[src/rtl/regfile_mp_if.sv]
// regfile_mp_if: read/write bus of the multi-port register file.
//   slave modport  - register file side
//   master modport - decode/writeback side
// Ports (slave view):
//   i_rd_addr  NRD*AW    read addresses, port k at [k*AW +: AW]
//   o_rd_data  NRD*XLEN  read data, port k at [k*XLEN +: XLEN]
//   i_wr_en    NWR       per-port write enable
//   i_wr_addr  NWR*AW    write addresses
//   i_wr_data  NWR*XLEN  write data
//   o_ready    1         clear sequence finished
// Optional macro REGFILE_SCOREBOARD_EN adds i_alloc_en, i_alloc_addr, o_busy.
interface regfile_mp_if #(
    parameter int unsigned XLEN  = 32,
    parameter int unsigned NREGS = 32,
    parameter int unsigned NRD   = 2,
    parameter int unsigned NWR   = 2
);
    localparam int unsigned AW = (NREGS > 1) ? $clog2(NREGS) : 1;

    logic [NRD*AW-1:0]   i_rd_addr;
    logic [NRD*XLEN-1:0] o_rd_data;
    logic [NWR-1:0]      i_wr_en;
    logic [NWR*AW-1:0]   i_wr_addr;
    logic [NWR*XLEN-1:0] i_wr_data;
    logic                o_ready;

`ifdef REGFILE_SCOREBOARD_EN
    logic                i_alloc_en;
    logic [AW-1:0]       i_alloc_addr;
    logic [NRD-1:0]      o_busy;

    modport master (
        output i_rd_addr, i_wr_en, i_wr_addr, i_wr_data, i_alloc_en, i_alloc_addr,
        input  o_rd_data, o_ready, o_busy
    );
    modport slave (
        input  i_rd_addr, i_wr_en, i_wr_addr, i_wr_data, i_alloc_en, i_alloc_addr,
        output o_rd_data, o_ready, o_busy
    );
`else
    modport master (
        output i_rd_addr, i_wr_en, i_wr_addr, i_wr_data,
        input  o_rd_data, o_ready
    );
    modport slave (
        input  i_rd_addr, i_wr_en, i_wr_addr, i_wr_data,
        output o_rd_data, o_ready
    );
`endif
endinterface

[src/rtl/regfile_mp.sv]
// regfile_mp: parametrised multi-port integer register file.
//   NRD combinational read ports, NWR clocked write ports (higher index wins),
//   same-cycle write-to-read bypass, and a post-reset clear sequencer that
//   zeroes the array and holds o_ready low until it is done.
// Ports:
//   i_clock    clock, rising edge
//   i_reset_n  asynchronous reset, active low
//   rf         regfile_mp_if.slave (read/write bus, o_ready)
// Optional macro REGFILE_SCOREBOARD_EN: per-register busy flags set by alloc,
//   cleared by accepted writes, reported per read port on o_busy.
module regfile_mp #(
    parameter int unsigned XLEN     = 32,
    parameter int unsigned NREGS    = 32,
    parameter int unsigned NRD      = 2,
    parameter int unsigned NWR      = 2,
    parameter bit          ZERO_REG = 1'b1
) (
    input logic         i_clock,
    input logic         i_reset_n,
    regfile_mp_if.slave rf
);
    localparam int unsigned AW = (NREGS > 1) ? $clog2(NREGS) : 1;

    typedef enum logic [0:0] {StClear, StRun} state_e;

    state_e          state_q, state_d;
    logic [AW-1:0]   idx_q, idx_d;
    logic            ready;

    logic [XLEN-1:0] regs_q [NREGS];
    logic [NREGS-1:0] reg_we;
    logic [XLEN-1:0] reg_wdata [NREGS];

    logic [AW-1:0]   rd_addr [NRD];
    logic [AW-1:0]   wr_addr [NWR];
    logic [XLEN-1:0] wr_data [NWR];
    logic [NWR-1:0]  wr_acc;

    // Address refers to a real, writable/readable register.
    function automatic logic addr_ok(input logic [AW-1:0] a);
        return (32'(a) < NREGS) && !(ZERO_REG && (a == '0));
    endfunction

    // Unpack the flat bus fields.
    always_comb begin
        for (int k = 0; k < NRD; k++) begin
            rd_addr[k] = rf.i_rd_addr[k*AW +: AW];
        end
        for (int p = 0; p < NWR; p++) begin
            wr_addr[p] = rf.i_wr_addr[p*AW +: AW];
            wr_data[p] = rf.i_wr_data[p*XLEN +: XLEN];
        end
    end

    // ---------------- Clear sequencer FSM ----------------
    always_ff @(posedge i_clock or negedge i_reset_n) begin
        if (!i_reset_n) begin
            state_q <= StClear;
            idx_q   <= '0;
        end else begin
            state_q <= state_d;
            idx_q   <= idx_d;
        end
    end

    always_comb begin
        state_d = state_q;
        idx_d   = idx_q;
        unique case (state_q)
            StClear: begin
                if (idx_q == AW'(NREGS - 1)) begin
                    state_d = StRun;
                    idx_d   = '0;
                end else begin
                    idx_d = idx_q + 1'b1;
                end
            end
            StRun:   state_d = StRun;
            default: state_d = StClear;
        endcase
    end

    always_comb begin
        ready      = (state_q == StRun);
        rf.o_ready = ready;
    end

    // ---------------- Write path ----------------
    always_comb begin
        for (int p = 0; p < NWR; p++) begin
            wr_acc[p] = ready & rf.i_wr_en[p] & addr_ok(wr_addr[p]);
        end
    end

    // Ascending port loop: a later (higher) port overrides an earlier one.
    always_comb begin
        reg_we = '0;
        for (int r = 0; r < NREGS; r++) begin
            reg_wdata[r] = '0;
        end
        if (!ready) begin
            reg_we[idx_q] = 1'b1;
        end else begin
            for (int p = 0; p < NWR; p++) begin
                if (wr_acc[p]) begin
                    reg_we[wr_addr[p]]    = 1'b1;
                    reg_wdata[wr_addr[p]] = wr_data[p];
                end
            end
        end
    end

    // Storage has no reset; the clear sequence defines its contents.
    always_ff @(posedge i_clock) begin
        for (int r = 0; r < NREGS; r++) begin
            if (reg_we[r]) begin
                regs_q[r] <= reg_wdata[r];
            end
        end
    end

    // ---------------- Read path with bypass ----------------
    always_comb begin
        rf.o_rd_data = '0;
        for (int k = 0; k < NRD; k++) begin
            if (ready && addr_ok(rd_addr[k])) begin
                rf.o_rd_data[k*XLEN +: XLEN] = regs_q[rd_addr[k]];
                for (int p = 0; p < NWR; p++) begin
                    if (wr_acc[p] && (wr_addr[p] == rd_addr[k])) begin
                        rf.o_rd_data[k*XLEN +: XLEN] = wr_data[p];
                    end
                end
            end
        end
    end

`ifdef REGFILE_SCOREBOARD_EN
    // ---------------- Busy scoreboard ----------------
    logic [NREGS-1:0] busy_q, busy_d;

    // Alloc applied after write clears so alloc wins on a same-address collision.
    always_comb begin
        busy_d = busy_q;
        if (!ready) begin
            busy_d = '0;
        end else begin
            for (int p = 0; p < NWR; p++) begin
                if (wr_acc[p]) begin
                    busy_d[wr_addr[p]] = 1'b0;
                end
            end
            if (rf.i_alloc_en && (32'(rf.i_alloc_addr) < NREGS)) begin
                busy_d[rf.i_alloc_addr] = 1'b1;
            end
        end
    end

    always_ff @(posedge i_clock or negedge i_reset_n) begin
        if (!i_reset_n) begin
            busy_q <= '0;
        end else begin
            busy_q <= busy_d;
        end
    end

    always_comb begin
        rf.o_busy = '0;
        for (int k = 0; k < NRD; k++) begin
            if (ready && addr_ok(rd_addr[k])) begin
                rf.o_busy[k] = busy_q[rd_addr[k]];
                for (int p = 0; p < NWR; p++) begin
                    if (wr_acc[p] && (wr_addr[p] == rd_addr[k])) begin
                        rf.o_busy[k] = 1'b0;
                    end
                end
            end
        end
    end
`endif
endmodule
[src/flat_wrapper.sv]
// flat-port wrapper written by rule: the top's interface ports become plain ports
module regfile_mp_flat 
#(
    parameter int unsigned XLEN     = 32,
    parameter int unsigned NREGS    = 32,
    parameter int unsigned NRD      = 2,
    parameter int unsigned NWR      = 2,
    parameter bit          ZERO_REG = 1'b1
)
  (i_clock, i_reset_n, rf_i_rd_addr, rf_i_wr_en, rf_i_wr_addr, rf_i_wr_data, rf_o_rd_data, rf_o_ready);
  regfile_mp_if #(.XLEN(XLEN), .NREGS(NREGS), .NRD(NRD), .NWR(NWR)) rf_i ();
  input logic i_clock;
  input logic i_reset_n;
  input wire logic [$bits(rf_i.i_rd_addr)-1:0] rf_i_rd_addr;
  input wire logic [$bits(rf_i.i_wr_en)-1:0] rf_i_wr_en;
  input wire logic [$bits(rf_i.i_wr_addr)-1:0] rf_i_wr_addr;
  input wire logic [$bits(rf_i.i_wr_data)-1:0] rf_i_wr_data;
  output wire logic [$bits(rf_i.o_rd_data)-1:0] rf_o_rd_data;
  output wire logic [$bits(rf_i.o_ready)-1:0] rf_o_ready;
  assign rf_i.i_rd_addr = rf_i_rd_addr;
  assign rf_i.i_wr_en = rf_i_wr_en;
  assign rf_i.i_wr_addr = rf_i_wr_addr;
  assign rf_i.i_wr_data = rf_i_wr_data;
  assign rf_o_rd_data = rf_i.o_rd_data;
  assign rf_o_ready = rf_i.o_ready;
  regfile_mp #(.XLEN(XLEN), .NREGS(NREGS), .NRD(NRD), .NWR(NWR), .ZERO_REG(ZERO_REG)) u_core (.i_clock(i_clock), .i_reset_n(i_reset_n), .rf(rf_i));
endmodule
[config.mk]
export PLATFORM = sky130hd
export DESIGN_NAME = regfile_mp_flat
export DESIGN_NICKNAME = d
export VERILOG_FILES = /design/src/rtl/regfile_mp_if.sv /design/src/rtl/regfile_mp.sv /design/src/flat_wrapper.sv
export SDC_FILE = /design/constraint.sdc
export NUM_CORES = 2
export LEC_CHECK = 0
export BUFFER_PORTS_ARGS = -buffer_cell sky130_fd_sc_hd__buf_2
export CORE_ASPECT_RATIO = 2
export CORE_MARGIN = 5
export CORE_UTILIZATION = 35
export DETAILED_ROUTE_END_ITERATION = 10
export HOLD_SLACK_MARGIN = 0.15
export PLACE_DENSITY = 0.6
export SETUP_SLACK_MARGIN = 0.5
export SLEW_MARGIN = 20
export SYNTH_ARGS = -nofsm -noshare
export SYNTH_HDL_FRONTEND = slang
export SYNTH_SLANG_ARGS = --single-unit
[constraint.sdc]
create_clock -name i_clock -period 5.2 [get_ports i_clock]
set_input_delay 0.78 -clock i_clock [delete_from_list [all_inputs] [get_ports i_clock]]
set_output_delay 0.78 -clock i_clock [all_outputs]
set_load 0.01 [all_outputs]
==> results.ini <==
[sta]
setup_tns_ns=0
hold_viol_final=0
slew_headroom_pct=18.7
worst_pin_slew_ns=1.22
rsz0062_at_grt=false
fin_crit_ns=4.62
setup_violations=0
fmax_mhz=216
slew_viol_final=0
clock-skew-final_ns=0.0253
post-route-period-util_pct=88.9

[power_and_ir_drop]
power.total_w=0.0183
peakVddDrop_mv=0.267
combPwrFrac_pct=11.7
p_sw_w=0.00491
p_int_w=0.0134
sw_frac_of_total_pct=26.7
p_leak_nw=25.8
p_per_area_nw_per_um2=264
clkPwrFrac_pct=38.9
pwr-share-seq_pct=49.4

[final_layout]
syn2layout_area_growth_pct=11.4
register_area_um2=30900
final_cells=7419
multi_input_area_um2=29400
layout.nets=5103
design_area_um2=69500
drive_above_1_share_pct=21.6
fillers=16700

[floorplan]
rows=219
initial_core_util_pct=35.1
ioPinCount=153
dieWidth_um=309
dieArea_um2=187000
coreArea_um2=178000
die-height_um=607

[logic_synthesis]
synth_top_area_share_pct=49.3
synth_top_family_by_area=multiplexers
synth.cell_area_um2=62400
yosys_warnings=0
synth-compound-area-share_pct=17.5
synth-main-ff-cell=edfxtp_1
synth_edf_count=1024
synth-simple-area-share_pct=8.22
ys_seq_area_share_pct=49.5
yosys.area_share.adder_pct=0.100
synth_cell_types=58
synthTopCellsByArea=edfxtp_1, mux4_2, a22o_1
synth_mux_area_share_pct=19.2
yosysTopAreaCell=edfxtp_1
synthXorXnorAreaFrac_pct=0.281
synth.avg_cell_area_um2=12.1
syn_inst=5177
ys_async_sr_fraction_pct=0.583
synth-seq-cells=1030

[placement]
numPortBuffers=152
hpwl_um=188000
dp_cells=7238
gp_congestion=0.979
postPlaceCellArea_um2=66400

[clock_network]
htree_levels=3
cts_max_path_buffers=3
clk_pin_slew_ns=0.08
clk_latency_ns=0.71
cts_tree=built
clock-sinks=1030
cts_root_buf=clkbuf_16
cts_made_buffers=88

[critical_path]
crit_arrival_ns=3.84
critPathSlowestCell=o311ai_1
worstReg2RegStart=u_core.rf.o_ready
cp_max_fo=13
reg2reg_slack_ns=1.37
setup.worst_path.start_class=flip-flop
cp_cell_sequence=nand2_1 > nor4_1 > nand2_1 > buf_4 > o311ai_1 > a31oi_1 > buf_2
crit_path_max_incr_delay_ns=0.87
end_kind=output port
crit_path_frequent_cell=nand2_1
required_ns=4.42
setup.worst_path.start=u_core.rf.o_ready
criticalPathCategory=flip-flop to output port

[drt]
ant_nets=0
routed_via_density=6.89
wl_um=278000
wl_per_cell_um=37.4
vias=51100
first_iter_violations=8114
drtPass1Iterations=9
remaining_drc_errors=0

[grt]
grt_pass1_vias=50200
grt.total_usage_pct=28.4
grt_max_degree=91
gr-total-overflow=0
grt_pass1_wl_um=381000
grt_antenna_before_repair=36

[run_status]
status=completed

[worst_hold_path]
min_path_type=primary input to async pin

[job]
maxCapViolCount=0

==> Yosys cell counts (all sizes together), types with 6 or more instances <==
| cell | number |
|---|---|
| edfxtp | 1024 |
| nand2 | 781 |
| a22o | 714 |
| clkbuf | 418 |
| a21oi | 386 |
| mux2i | 358 |
| mux4 | 348 |
| buf | 300 |
| a22oi | 142 |
| nand3 | 118 |
| nor2 | 91 |
| o211ai | 53 |
| mux2 | 48 |
| o21ai | 48 |
| and3 | 40 |
| a221oi | 36 |
| nor3 | 29 |
| nor4 | 26 |
| o311ai | 24 |
| nand3b | 22 |
| inv | 21 |
| xor2 | 20 |
| a211oi | 19 |
| o221ai | 14 |
| a2111oi | 12 |
| a31oi | 12 |
| and2 | 12 |
| nor2b | 10 |
| nand2b | 9 |
| dfrtp | 6 |
==> state kept, by name, summed over array words and instances (netlist names) <==
| register | flops |
|---|---|
| u_core.rf.o_ready | 1 |
| u_core.regs_q | 1024 |
| u_core.idx_q | 5 |
==> placed cells by master, fill, tap and decap left out, types with 89 or more instances in the layout <==
master and instances:
a21oi_1 375, a22o_1 714, mux4_2 347, clkbuf_16 89, edfxtp_1 1024, buf_2 146, mux2i_1 358, buf_4 252
nand2_1 778, nand3_1 116, a22oi_1 142
==> timing repair <==
item,in CTS,in global routing
gates cloned,0,0
gates resized for setup,3,6
hold buffers,1,0
buffers inserted,0,0
setup endpoints to repair,14,7
hold endpoints to repair,6,0
pin swaps,0,0
==> power groups by stage <==
stage          registers (W)  clock network [W]  logic, W
2_1_floorplan        0.00925                  0   0.00118
3_3_place_gp         0.00924                  0   0.00206
3_5_place_dp         0.00924                  0   0.00208
4_1_cts              0.00906            0.00714   0.00208
5_1_grt              0.00906            0.00744   0.00219
6_report             0.00906            0.00714   0.00215
==> through the flow <==
| stage | util, % | hold slack (ns) | worst slack (ns) |
|---|---|---|---|
| finish | 39.1 | 0.449 | 0.577 |
| global route | 39.1 | 0.494 | 0.513 |
| CTS | 39.1 | 0.452 | 0.504 |
| detailed placement | 37.4 | 0.621 | 0.405 |
| global placement | 37.4 | 0.616 | 0.445 |
| floorplan | - | 0.484 | 0.686 |
==> critical path: cells and delay by family, from the launching register on <==
family                 cells  cell delay [ns]
AOI/OAI and AO/OA          2             1.19
buffers and inverters      2             0.53
DFF                        1             0.57
and+or+nand+nor            3             0.83
==> metal layers <==
layer / routed length (µm) / part of all wire [%] / GRT usage (%) / vias up
li1: - / - / - / 20000
met1: 87400 / 31 / 31.0 / 25300
met2: 132000 / 48 / 47.5 / 4401
met3: 29600 / 11 / 6.16 / 1391
met4: 28500 / 10 / 23.0 / 26
met5: 175 / 0.063 / 0 / -
==> kinds of logic after synthesis <==
family | Yosys count
adders and majority gates | 5
muxes | 754
and+or+nand+nor | 1162
DFF | 1030
other | 1
AOI/OAI and AO/OA | 1466
buffers and inverters | 739
xor gates and xnor gates | 20
==> layout make-up <==
class | instances | area share, %
Clock buffer | 96 | 3.24
Clock inverter | 65 | 1.01
Multi-Input combinational cell | 3439 | 42.3
Tap cell | 2320 | 4.18
Timing Repair Buffer | 430 | 4.65
Sequential cell | 1030 | 44.5
Antenna cell | 18 | 0.0648
Inverter | 21 | 0.113
==> final timing paths <==
| check | cells past startpoint | to |
|---|---|---|
| setup reg to reg | 4 | u_core.regs_q[14][4] |
| min in group i_clock | 3 | u_core.regs_q[1][11] |
| setup / recovery | 7 | rf_o_rd_data[3] |
| hold / removal | 2 | u_core.idx_q[0] |
| max in group asynchronous | 2 | u_core.rf.o_ready |
| hold reg to reg | 2 | u_core.idx_q[1] |
(Power assumes the default switching activity.)
